===== src/rtl/mux_scan_pkg.sv =====
// Shared widths, FSM state type and sample payload for the mux scan controller.
package mux_scan_pkg;

    localparam int unsigned N_CH  = 8;
    localparam int unsigned SEL_W = 3;
    localparam int unsigned CNT_W = 4;

    typedef enum logic [1:0] {
        IDLE   = 2'd0,
        SETTLE = 2'd1,
        REPORT = 2'd2,
        DONE   = 2'd3
    } state_t;

    typedef struct packed {
        logic [SEL_W-1:0] ch;
        logic             val;
    } sample_t;

endpackage


===== src/rtl/mux_scan_ctrl_next_ch_find.sv =====
// Combinational search for the next enabled channel: lowest set bit when first=1,
// otherwise the lowest set bit strictly above cur.
module next_ch_find
    import mux_scan_pkg::*;
(
    input  logic [N_CH-1:0]  mask,
    input  logic [SEL_W-1:0] cur,
    input  logic             first,
    output logic [SEL_W-1:0] nxt,
    output logic             found
);

    // Scan downward so the lowest qualifying index is the one left standing.
    always_comb begin
        nxt   = '0;
        found = 1'b0;
        for (int i = int'(N_CH) - 1; i >= 0; i--) begin
            if (mask[i] && (first || (SEL_W'(i) > cur))) begin
                nxt   = SEL_W'(i);
                found = 1'b1;
            end
        end
    end

endmodule


===== src/rtl/mux_scan_ctrl.sv =====
// Select sequencer for an 8:1 mux tree: walks enabled channels, settles, samples, reports.
// Optional back-to-back rescans from DONE when MUX_SCAN_AUTO_EN is defined.
module mux_scan_ctrl
    import mux_scan_pkg::*;
#(
    parameter int unsigned SETTLE_CYCLES = 1
) (
    input  logic             clk,
    input  logic             rst_n,
    input  logic             start,
    input  logic [N_CH-1:0]  ch_mask,
    input  logic             mux_out,
    output logic [SEL_W-1:0] sel,
    output logic             busy,
    output logic             smp_valid,
    input  logic             smp_ready,
    output logic [SEL_W-1:0] smp_ch,
    output logic             smp_bit,
    output logic [N_CH-1:0]  scan_word,
    output logic             done
);

    localparam logic [CNT_W-1:0] SETTLE_LOAD = CNT_W'(SETTLE_CYCLES);

    state_t           state_q, state_d;
    logic [N_CH-1:0]  mask_q, mask_d;
    logic [CNT_W-1:0] cnt_q, cnt_d;
    logic [SEL_W-1:0] sel_q, sel_d;
    sample_t          smp_q, smp_d;
    logic             smp_valid_q, smp_valid_d;
    logic [N_CH-1:0]  word_q, word_d;
    logic             busy_q, done_q;

    logic             first_c;
    logic [N_CH-1:0]  find_mask_c;
    logic [SEL_W-1:0] nxt_c;
    logic             found_c;
    logic             relaunch_ok_c;

    // Search the live mask when starting a pass, the latched copy mid-scan.
    assign first_c     = (state_q == IDLE) || (state_q == DONE);
    assign find_mask_c = first_c ? ch_mask : mask_q;

    next_ch_find u_find (
        .mask  (find_mask_c),
        .cur   (sel_q),
        .first (first_c),
        .nxt   (nxt_c),
        .found (found_c)
    );

`ifdef MUX_SCAN_AUTO_EN
    assign relaunch_ok_c = (state_q == DONE);
`else
    assign relaunch_ok_c = 1'b0;
`endif

    always_ff @(posedge clk or negedge rst_n) begin
        if (!rst_n) begin
            state_q     <= IDLE;
            mask_q      <= '0;
            cnt_q       <= '0;
            sel_q       <= '0;
            smp_q       <= '0;
            smp_valid_q <= 1'b0;
            word_q      <= '0;
            busy_q      <= 1'b0;
            done_q      <= 1'b0;
        end else begin
            state_q     <= state_d;
            mask_q      <= mask_d;
            cnt_q       <= cnt_d;
            sel_q       <= sel_d;
            smp_q       <= smp_d;
            smp_valid_q <= smp_valid_d;
            word_q      <= word_d;
            busy_q      <= (state_d != IDLE);
            done_q      <= (state_d == DONE);
        end
    end

    always_comb begin
        state_d = state_q;
        case (state_q)
            IDLE:    if (start) state_d = found_c ? SETTLE : DONE;
            SETTLE:  if (cnt_q == '0) state_d = REPORT;
            REPORT:  if (smp_ready) state_d = found_c ? SETTLE : DONE;
            DONE:    state_d = (relaunch_ok_c && start && found_c) ? SETTLE : IDLE;
            default: state_d = IDLE;
        endcase
    end

    // Next values for the registered datapath and outputs.
    always_comb begin
        mask_d      = mask_q;
        cnt_d       = cnt_q;
        sel_d       = sel_q;
        smp_d       = smp_q;
        smp_valid_d = smp_valid_q;
        word_d      = word_q;
        case (state_q)
            IDLE: begin
                if (start) begin
                    word_d = '0;
                    if (found_c) begin
                        mask_d = ch_mask;
                        sel_d  = nxt_c;
                        cnt_d  = SETTLE_LOAD;
                    end
                end
            end
            SETTLE: begin
                if (cnt_q != '0) begin
                    cnt_d = cnt_q - 1'b1;
                end else begin
                    smp_d.ch       = sel_q;
                    smp_d.val      = mux_out;
                    word_d[sel_q]  = mux_out;
                    smp_valid_d    = 1'b1;
                end
            end
            REPORT: begin
                if (smp_ready) begin
                    smp_valid_d = 1'b0;
                    if (found_c) begin
                        sel_d = nxt_c;
                        cnt_d = SETTLE_LOAD;
                    end
                end
            end
            DONE: begin
                if (state_d == SETTLE) begin
                    word_d = '0;
                    mask_d = ch_mask;
                    sel_d  = nxt_c;
                    cnt_d  = SETTLE_LOAD;
                end
            end
            default: ;
        endcase
    end

    assign sel       = sel_q;
    assign busy      = busy_q;
    assign smp_valid = smp_valid_q;
    assign smp_ch    = smp_q.ch;
    assign smp_bit   = smp_q.val;
    assign scan_word = word_q;
    assign done      = done_q;

endmodule


===== config.mk =====
export PLATFORM = sky130hd
export DESIGN_NAME = mux_scan_ctrl
export DESIGN_NICKNAME = d
export VERILOG_FILES = /design/src/rtl/mux_scan_pkg.sv /design/src/rtl/mux_scan_ctrl_next_ch_find.sv /design/src/rtl/mux_scan_ctrl.sv
export SDC_FILE = /design/constraint.sdc
export NUM_CORES = 1
export LEC_CHECK = 0
export ABC_AREA = 1
export BUFFER_PORTS_ARGS = -buffer_cell sky130_fd_sc_hd__buf_4
export CAP_MARGIN = 20
export CORE_MARGIN = 4
export CORE_UTILIZATION = 51
export DETAILED_ROUTE_END_ITERATION = 12
export PLACE_DENSITY = 0.75
export SLEW_MARGIN = 40
export SYNTH_ARGS = -nofsm -noshare
export SYNTH_HDL_FRONTEND = slang
export SYNTH_HIERARCHICAL = 1
export SYNTH_SLANG_ARGS = --single-unit
export TNS_END_PERCENT = 50

===== constraint.sdc =====
create_clock -name clk -period 3.4 [get_ports clk]
set_clock_uncertainty 0.05 [all_clocks]
set_input_delay 0.68 -clock clk [delete_from_list [all_inputs] [get_ports clk]]
set_output_delay 0.68 -clock clk [all_outputs]
set_load 0.05 [all_outputs]

### Word-level counts from Yosys, hierarchy flattened

Cells that the tools add are included.

| word-level totals | value |
|---|---|
| flip-flop bits (word level) | 32 |
| input bits | 13 |

| cells by class | value |
|---|---|
| $add $sub $neg | 1 |
| order comparisons | 10 |
| eq/ne operators | 11 |
| multiplexer cells | 47 |
| bitwise logic cells | 1 |
| reduce and logical (&&, ||, !) cells | 32 |

Operators with widths:

| operator | number |
|---|---|
| $mux W8 | 7 |
| $mux W3 | 12 |
| $pmux W8 S3 | 1 |
| $mux W4 | 5 |
| $pmux W4 S4 | 1 |
| $pmux W8 S2 | 1 |
| $reduce_and A4 Y1 | 4 |
| $gt A3 B3 Y1 const A | 4 |
| $mux W1 | 11 |
| $ne A2 B2 Y1 const B | 5 |
| $logic_and A1 B1 Y1 | 9 |
| $logic_or A1 B1 Y1 | 9 |
| $pmux W3 S3 | 1 |
| $bwmux W8 | 1 |
| $mux W2 | 4 |
| $pmux W2 S4 | 1 |
| $eq A2 B2 Y1 const B | 3 |
| $gt A1 B3 Y1 const A | 2 |
| $gt A2 B3 Y1 const A | 2 |
| $reduce_bool A2 Y1 | 3 |
| $reduce_bool A3 Y1 | 2 |
| $eq A2 B1 Y1 const B | 2 |
| $logic_not A4 Y1 | 1 |
| $lt A3 B4 Y1 const B | 1 |
| 10 further kinds | 10 |

### Depth between registers and ports, before layout

Gate-level depths: netlist (run 1).

| depth | value |
|---|---|
| word-level depth | 18 |
| gate-level depth with buffers | 22 |
| depth with buffers taken out | 19 |

### Modules after synthesis

The synthesis (run 1) kept the hierarchy.

By module, submodules not included:

| module | times used | cells each | area each (um2) |
|---|---|---|---|
| mux_scan_ctrl | 1 | 231 | 1,910.6 |
| next_ch_find | 1 | 40 | 186.4 |

### Worst setup path before layout (run 1)

Ideal clock, no wire load.

| path | value |
|---|---|
| path kind | flip-flop to flip-flop |
| start point | register state_q[0] |
| end point | register mask_q[0] |
| library setup time | 74 ps |
| arrival time | 3,051 ps |
| slack | 225 ps |
| cell stages (with the launch flop) | 20 |
| buffers on the path | 3 |
| period minus slack after synthesis | 3,175 ps |
| cells stage by stage | dfrtp_1 > inv_1 > ha_1 > clkbuf_1 > buf_1 > inv_1 > inv_2 > nand2_2 > o21ai_2 > nand2_1 > nor2_1 > nand4_1 > a21oi_1 > o21ai_0 > nand3_4 > nand2_4 > nand3_4 > buf_6 > nand2_2 > o21ai_2 |

| between the ends | value |
|---|---|
| word-level cells in the longest chain between the ends | 18 |
| elaborated cells between the ends (all ways) | 42 |
| those cells by class | eq/ne (7); mux (15); reduce/logical (20) |

RTL lines:

| what | line | RTL |
|---|---|---|
| start: declaration | mux_scan_ctrl.sv:25 | `state_t state_q, state_d;` |
| start signal: assignment | mux_scan_ctrl.sv:70 | `state_q <= state_d;` |
| $eq A2 B2 Y1 or $logic_not A2 Y1 (tied branches) | mux_scan_ctrl.sv:41 | `assign first_c = (state_q == IDLE) \|\| (state_q == DONE);` |
| $logic_or A1 B1 Y1 * | mux_scan_ctrl.sv:41 |  |
| net first_c | mux_scan_ctrl.sv:34 | `logic first_c;` |
| $mux W8 or $logic_or A1 B1 Y1 (tied branches) | mux_scan_ctrl.sv:42, mux_scan_ctrl_next_ch_find.sv:18 |  |
| $logic_and A1 B1 Y1 | mux_scan_ctrl_next_ch_find.sv:18 | `if (mask[i] && (first \|\| (SEL_W'(i) > cur))) begin` |
| $mux W1 (7 in a row) | mux_scan_ctrl_next_ch_find.sv:18 |  |
| $mux W1 * | mux_scan_ctrl_next_ch_find.sv:18 |  |
| net found_c | mux_scan_ctrl.sv:37 | `logic found_c;` |
| $mux W2 | mux_scan_ctrl.sv:85, mux_scan_ctrl.sv:87 |  |
| $mux W2 (on tied branches) | mux_scan_ctrl.sv:87, mux_scan_ctrl.sv:85 |  |
| $pmux W2 S4 | mux_scan_ctrl.sv:84 | `case (state_q)` |
| $eq A2 B1 Y1 | mux_scan_ctrl.sv:132 | `if (state_d == SETTLE) begin` |
| $ne A2 B1 Y1 (no source line) | n/a |  |
| $reduce_and A4 Y1 (no source line) * | n/a |  |
| end signal: assignment | mux_scan_ctrl.sv:71 | `mask_q <= mask_d;` |
| end: declaration | mux_scan_ctrl.sv:26 | `logic [N_CH-1:0] mask_q, mask_d;` |

The timed path passes the listed nets; every way through them passes the cells marked *.
A chain may end at the register's enable or synchronous reset.

### Final worst setup path (run 1)

| path | value |
|---|---|
| start point | register state_q[1] |
| end point | register mask_q[6] |

The elaborated chain is that of the path after synthesis.

==> impl_metrics.yaml, run 1 <==
routing:
  drcViolationCount: 0
  drt-initial-drc-count: 137
  drt_first_pass_iters: 4
  drtAntennaViolNets: 0
  route.final.wire_length_um: 4300
  route.detailed.wl_per_inst_um: 12.1
  vias_per_cell: 5.22
  num_vias: 1848
critical_path:
  cp_data_arrival_time_ns: 3.24
  r2r_start: "state_q[1]"
  crit_type: "reg2reg"
  r2r_setup_slack_ns: 0.28
  timing.critical_path.slowest_stage_cell: "sky130_fd_sc_hd__ha_2"
  critPathMaxStageDelay_ns: 0.43
  crit_fanout: 12
  rr_endpoint: "mask_q[6]"
  endpoint_kind_of_the_worst_setup_timing_path: "flop"
  crit_path_cell_trace: "inv_1 -> ha_2 -> inv_1 -> inv_2 -> nand2_2 -> o21ai_2 -> nand2_1 -> nor2_1 -> nand4_1 -> a21oi_1 -> o21ai_0 -> nand3_4 -> nand2_4 -> nand3_2 -> o21ai_2"
  start_kind: "flop"
  worstPathRequired_ns: 3.52
  timing.reg2reg.worst_path_depth: 15
floorplan:
  core_area_sq_mm: 0.00400
  die_w_um: 72.1
  floorplan.die_area_sq_mm: 0.00520
  die_height_um: 72.1
  design.portCount: 31
  placement_rows: 23
  effective_utilization_at_floorplan_pct: 52.4
job:
  timing.max_cap.violations: 0
synth:
  top_area_cells_in_the_synthesized_netlist: "sky130_fd_sc_hd__dfrtp_1 38%, sky130_fd_sc_hd__nand2_1 14%, sky130_fd_sc_hd__nand4_1 6.6%"
  post-synth-top-area-cell: "sky130_fd_sc_hd__dfrtp_1"
  netlist_instances: 271
  postSynthRegisterBits: 32
  yosysSeqAreaShare_pct: 38.2
  synthesized_netlist_net_count: 291
  yosys_warnings: 6
  synthDistinctLibCells: 33
  post_synth_instance_area_sq_mm: 0.00210
  synth.avg_cell_area_sq_um: 7.74
  synth_top_area_share_pct: 38.2
sta:
  slew_headroom_pct: 59.2
  unrepaired_setup_endpoints_after_global_routing: "false"
  finalSetupViolations: 0
  final-hold-violation-count: 0
  fmax_ghz: 0.320
  post-route-min-period_ns: 3.12
  finalSetupTns_ns: 0
  post-route-worst-setup-slack_ns: 0.280
  max_slew.worst_pin.slew_ns: 0.611
  report.final.slew_viol_count: 0
  finalCritPeriodShare_pct: 91.8
  hold_ws_ns: 0.267
placement:
  detailed_place_hpwl_um: 3090
  gp_congestion: 0.842
  port_buffers: 30
  detailedPlace.worstSlack_ns: 0.247
clocking:
  clockRootBuffer: "sky130_fd_sc_hd__clkbuf_8"
  h-tree-depth: 2
  clock_latency_ns: 0.29
  cts_made_buffers: 5
  cts_tree: "yes"
  cts.sink_count: 32
  max_clock_buf_depth: 2
  path_clk_slew_ns: 0.07
  post_cts_hold_buffer_count: 0
  post-cts-setup-buffer-count: 0
global_routing:
  grt.total_usage_pct: 17.5
  number_of_global_route_vias_before_repair: 1676
  overflow: 0
  grt_start_max_net_pins: 33
  grt_first_pass_wirelength_um: 7310
  grt_antenna_before_repair: 0
final_layout:
  insertedDiodeCount: 0
  final_net_count: 323
  area_growth_syn_to_layout_pct: 16.7
  post_route_cells_drive_above_1_share_pct: 26.0
  n_fill_cell: 367
power:
  cellLeakagePower_nw: 1.32
  pwr_cell_area_mw_per_mm2: 1140
  peak_supply_drop_uv: 645
hold_path:
  min_delay_path_class: "in2async"
run_status:
  run_status: "completed"
==> cells in the mapped netlist <==
cell type                   n
sky130_fd_sc_hd__buf_2      2
sky130_fd_sc_hd__inv_2      1
sky130_fd_sc_hd__ha_1       7
sky130_fd_sc_hd__buf_4      1
sky130_fd_sc_hd__nand3_4    2
sky130_fd_sc_hd__o211ai_1   1
sky130_fd_sc_hd__clkbuf_1   1
sky130_fd_sc_hd__o21ai_0   14
sky130_fd_sc_hd__a21oi_2    1
sky130_fd_sc_hd__or2_1      1
sky130_fd_sc_hd__or2_2      8
sky130_fd_sc_hd__nand4_1   22
sky130_fd_sc_hd__nand2_4    2
sky130_fd_sc_hd__buf_6      3
sky130_fd_sc_hd__nand4_2    1
sky130_fd_sc_hd__nand2_1   77
sky130_fd_sc_hd__inv_1     35
sky130_fd_sc_hd__clkinv_1   1
sky130_fd_sc_hd__nor3_1     9
sky130_fd_sc_hd__nor3b_2    1
sky130_fd_sc_hd__a211oi_1   1
sky130_fd_sc_hd__dfrtp_1   32
sky130_fd_sc_hd__o21ai_2   10
sky130_fd_sc_hd__a21oi_1    5
sky130_fd_sc_hd__nand3_1    9
sky130_fd_sc_hd__buf_1      1
sky130_fd_sc_hd__xor2_1     2
sky130_fd_sc_hd__mux2_2     1
sky130_fd_sc_hd__nand2_2    6
sky130_fd_sc_hd__o22ai_1    1
sky130_fd_sc_hd__nor2_1    10
sky130_fd_sc_hd__a21oi_4    2
sky130_fd_sc_hd__nor2_2     1
==> per-layer routing <==
layer  track usage, %  wire length, um
met5                0                0
met4             5.64               51
met3             4.43              198
met2             28.8             2060
met1             22.7             1990
==> metrics by stage <==
| stage | util, % | power (W) | area (sq um) | cells |
|---|---|---|---|---|
| detailed placement | 58.5 | 0.00246 | 2340 | 345 |
| floorplan | - | 0.00213 | 2100 | 271 |
| global route | 61.2 | 0.00305 | 2450 | 354 |
| global placement | 58.5 | 0.00243 | 2340 | 345 |
| CTS | 60.8 | 0.00278 | 2430 | 353 |
| finish | 61.2 | 0.00279 | 2450 | 354 |
==> power breakdown <==
group          leakage, nW  switching, W  internal (W)
registers            0.410      0.000134      0.000538
clock network       0.0510      0.000142      0.000161
logic                0.855       0.00120      0.000620
total                 1.32       0.00147       0.00132
==> flip-flops by register name, summed over array words and instances (netlist names) <==
signal / flops
state_q: 2
cnt_q: 4
mask_q: 8
scan_word: 8
smp_bit: 1
busy: 1
smp_ch: 3
smp_valid: 1
sel: 3
done: 1
==> worst max path at each step <==
stage                    start         to  cells past startpoint
finish              state_q[1]  mask_q[6]                     15
global route        state_q[1]  mask_q[5]                     15
CTS                 state_q[0]  mask_q[1]                     16
detailed placement  state_q[0]  mask_q[7]                     16
global placement    state_q[0]  mask_q[7]                     16
floorplan           state_q[0]  mask_q[0]                     19
==> cell families after synthesis <==
kind of cell	count (synthesis)	synth area share (%)
fa+ha+maj	7	4.18
compound gates	35	11.7
simple gates	149	35.1
xor+xnor	2	0.835
flops	32	38.2
mux	1	0.537
buf+inv	45	9.43
==> timing repair <==
| item | in CTS | in global routing |
|---|---|---|
| hold endpoints to repair | 0 | 0 |
| resized for setup | 0 | 2 |
| endpoints found under the setup margin | 0 | 8 |
==> placed cells by master (no fill, tap or decap), drive strengths merged <==
cell type	n
nand2	85
inv	36
buf	32
dfrtp	32
o21ai	24
nand4	23
nand3	12
nor2	11
nor3	9
or2	9
a21oi	8
ha	7
clkbuf	6
clkinv	3
xor2	2
mux2	1
o22ai	1
a211oi	1
o211ai	1
nor3b	1
==> critical path, delay by kind of cell, from the launching register on <==
kind	cells	cell delay (ns)
AO/OA/AOI/OAI	4	0.64
flip-flops	1	0.42
buffers and inverters	3	0.35
AND/OR/NAND/NOR	7	1.11
adder cells (fa/ha/maj)	1	0.43
==> area by class of cell <==
cell class | instances | area [sq um] | share of cell area [%]
clock buffers | 6 | 82.6 | 3.37
clock inverters | 2 | 10.0 | 0.409
inverters | 37 | 139 | 5.67
multi-input cells | 195 | 1110 | 45.4
flip-flops and latches | 32 | 802 | 32.8
well taps | 50 | 62.6 | 2.56
repair buffers | 32 | 240 | 9.82
Power figures use the tool's default switching activity.
==> inputs of run 2 (changes only) <==
Settings changed: CORE_MARGIN 4 to 2.
==> run 2 against run 1 <==
Against the previous run:
- register-to-register slack improved by 0.05 ns
- non-clock buffer count did not move
- sequential share of layout area fell by 0.15 points
- die area fell by 11%
==> impl_metrics.yaml, run 2 (synthesis gave the netlist of run 1 again) <==
sta:
  report.final.slew_viol_count: 0
  finalSetupViolations: 0
  fmax_ghz: 0.325
  finalSetupTns_ns: 0
  unrepaired_setup_endpoints_after_global_routing: "false"
  slew_headroom_pct: 56.8
  max_slew.worst_pin.slew_ns: 0.647
  post-route-min-period_ns: 3.07
  final-hold-violation-count: 0
  finalCritPeriodShare_pct: 90.4
run_status:
  run_status: "completed"
critical_path:
  crit_path_cell_trace: "inv_1 -> ha_2 -> buf_4 -> o21ai_0 -> nand2_1 -> a21oi_1 -> nor2_1 -> nand4_1 -> nand2_1 -> nand3_1 -> nand3_1 -> nand2_1 -> nand3_4 -> a21oi_4 -> nand2_1 -> nand2_1 -> nand2_1"
  cpMostUsedCell: "sky130_fd_sc_hd__nand2_1"
  start_kind: "flop"
  crit_fanout: 12
  critPathMaxStageDelay_ns: 0.42
  cp_top_family: "simple AND/OR/NAND/NOR gates"
  critical_path.n_buffers_inverters: 2
  cp_data_arrival_time_ns: 3.21
  endpoint_kind_of_the_worst_setup_timing_path: "flop"
  timing.critical_path.slowest_stage_cell: "sky130_fd_sc_hd__dfrtp_1"
  worstPathRequired_ns: 3.53
  crit_type: "reg2reg"
power:
  net-switching-power_w: 0.00151
  internal_w: 0.00134
  cellLeakagePower_nw: 1.32
  power.combinational.fraction_pct: 65.3
  sequentialPowerShare_pct: 23.4
  power.switching_fraction_pct: 52.9
  finalPower_w: 0.00285
  pwr_cell_area_mw_per_mm2: 1160
  pwr-share-clk_pct: 11.4
  peak_supply_drop_uv: 611
final_layout:
  top_library_cells_by_usage_in_the_layout_fill_and_taps_aside: "77 x sky130_fd_sc_hd__nand2_1, 35 x sky130_fd_sc_hd__inv_1, 32 x sky130_fd_sc_hd__buf_4"
  n_fill_cell: 368
  final_net_count: 323
  final_common_cell: "sky130_fd_sc_hd__nand2_1"
  insertedDiodeCount: 0
  post_route_cells_drive_above_1_share_pct: 25.7
  area_growth_syn_to_layout_pct: 17.2
  final-instance-count-excl-fill: 353
  post-route-cell-area_sq_mm: 0.00246
floorplan:
  design.portCount: 31
  placement_rows: 23
  floorplan.die_area_sq_mm: 0.00464
  effective_utilization_at_floorplan_pct: 52.8
  die_height_um: 68.1
  die_w_um: 68.1
  core_area_sq_mm: 0.00397
placement:
  dpl-instance-area_sq_mm: 0.00234
  dpl.cell_count: 345
  gp_congestion: 0.827
  port_buffers: 30
  detailed_place_hpwl_um: 3150
routing:
  vias_per_cell: 5.23
  drt_first_pass_iters: 4
  drt-initial-drc-count: 141
  route.final.wire_length_um: 4470
  drcViolationCount: 0
  num_vias: 1846
  route.detailed.wl_per_inst_um: 12.7
  drtAntennaViolNets: 0
job:
  timing.max_cap.violations: 0
clocking:
  max_clock_buf_depth: 2
  cts_tree: "yes"
  clock_latency_ns: 0.30
  cts.sink_count: 32
  post-cts-setup-buffer-count: 0
  path_clk_slew_ns: 0.07
  h-tree-depth: 2
  clockRootBuffer: "sky130_fd_sc_hd__clkbuf_8"
  cts_made_buffers: 5
global_routing:
  grt_start_max_net_pins: 33
  grt.total_usage_pct: 22.4
  grt_antenna_before_repair: 0
  number_of_global_route_vias_before_repair: 1726
  grt_first_pass_wirelength_um: 7710
  overflow: 0
hold_path:
  min_delay_path_class: "in2async"
run 2: area by class of cell:
class | instances | area, sq um | share of cell area [%]
sequential | 32 | 802 | 32.6
inverter | 37 | 139 | 5.65
clock buffer | 7 | 96.3 | 3.92
tap | 50 | 62.6 | 2.54
multi-input combinational | 195 | 1120 | 45.5
timing repair buffer | 32 | 240 | 9.77
run 2: power groups by stage:
stage / Combinational [W] / Clock, W / Sequential [W]
5_1_grt: 0.00209 / 0.000350 / 0.000690
3_5_place_dp: 0.00181 / 0 / 0.000669
6_report: 0.00186 / 0.000324 / 0.000667
2_1_floorplan: 0.00123 / 0 / 0.000901
3_3_place_gp: 0.00176 / 0 / 0.000668
4_1_cts: 0.00182 / 0.000330 / 0.000665
run 2: worst reg2reg max path, cell delays in order, from the launching register on:
cell                      delay (ns)
sky130_fd_sc_hd__dfrtp_1        0.42
sky130_fd_sc_hd__inv_1          0.16
sky130_fd_sc_hd__ha_2           0.35
sky130_fd_sc_hd__buf_4          0.19
sky130_fd_sc_hd__o21ai_0        0.19
sky130_fd_sc_hd__nand2_1        0.09
sky130_fd_sc_hd__a21oi_1        0.17
sky130_fd_sc_hd__nor2_1         0.11
sky130_fd_sc_hd__nand4_1        0.20
sky130_fd_sc_hd__nand2_1        0.08
sky130_fd_sc_hd__nand3_1        0.08
sky130_fd_sc_hd__nand3_1        0.06
sky130_fd_sc_hd__nand2_1        0.12
sky130_fd_sc_hd__nand3_4        0.13
sky130_fd_sc_hd__a21oi_4        0.26
sky130_fd_sc_hd__nand2_1        0.14
sky130_fd_sc_hd__nand2_1        0.10
sky130_fd_sc_hd__nand2_1        0.06
run 2: stage by stage:
step | util [%] | worst slack, ns | hold WS, ns
after floorplan | - | 0.225 | 0.334
after global placement | 58.9 | 0.294 | 0.417
after detailed placement | 58.9 | 0.193 | 0.419
after CTS | 61.4 | 0.178 | 0.282
after global routing | 61.9 | 0.0220 | 0.292
final | 61.9 | 0.326 | 0.266
run 2: repair_timing:
item | 4_1_cts | 5_1_grt
hold buffers | 0 | 0
setup endpoints to repair | 0 | 13
gates resized for setup | 0 | 3
run 2: layer usage:
layer | share of wire, % | GRT usage (%) | wire length (um) | up-vias
li1 | - | - | - | 954
met1 | 47 | 28.0 | 2090 | 850
met2 | 47 | 36.4 | 2120 | 34
met3 | 4.4 | 6.25 | 195 | 8
met4 | 1.5 | 8.75 | 66 | 0
met5 | 0 | 0 | 0 | -
run 2: final timing paths:
path                            slack, ns            to       start  cells past startpoint
max in group asynchronous            2.72    state_q[0]       rst_n                      1
worst min register to register       0.43     mask_q[5]   mask_q[5]                      2
worst min-delay path                 0.27  scan_word[5]       rst_n                      1
worst max-delay path                 0.33        sel[1]  state_q[1]                     17
min in group clk                     0.43     mask_q[5]   mask_q[5]                      2
worst max register to register       0.33        sel[1]  state_q[1]                     17
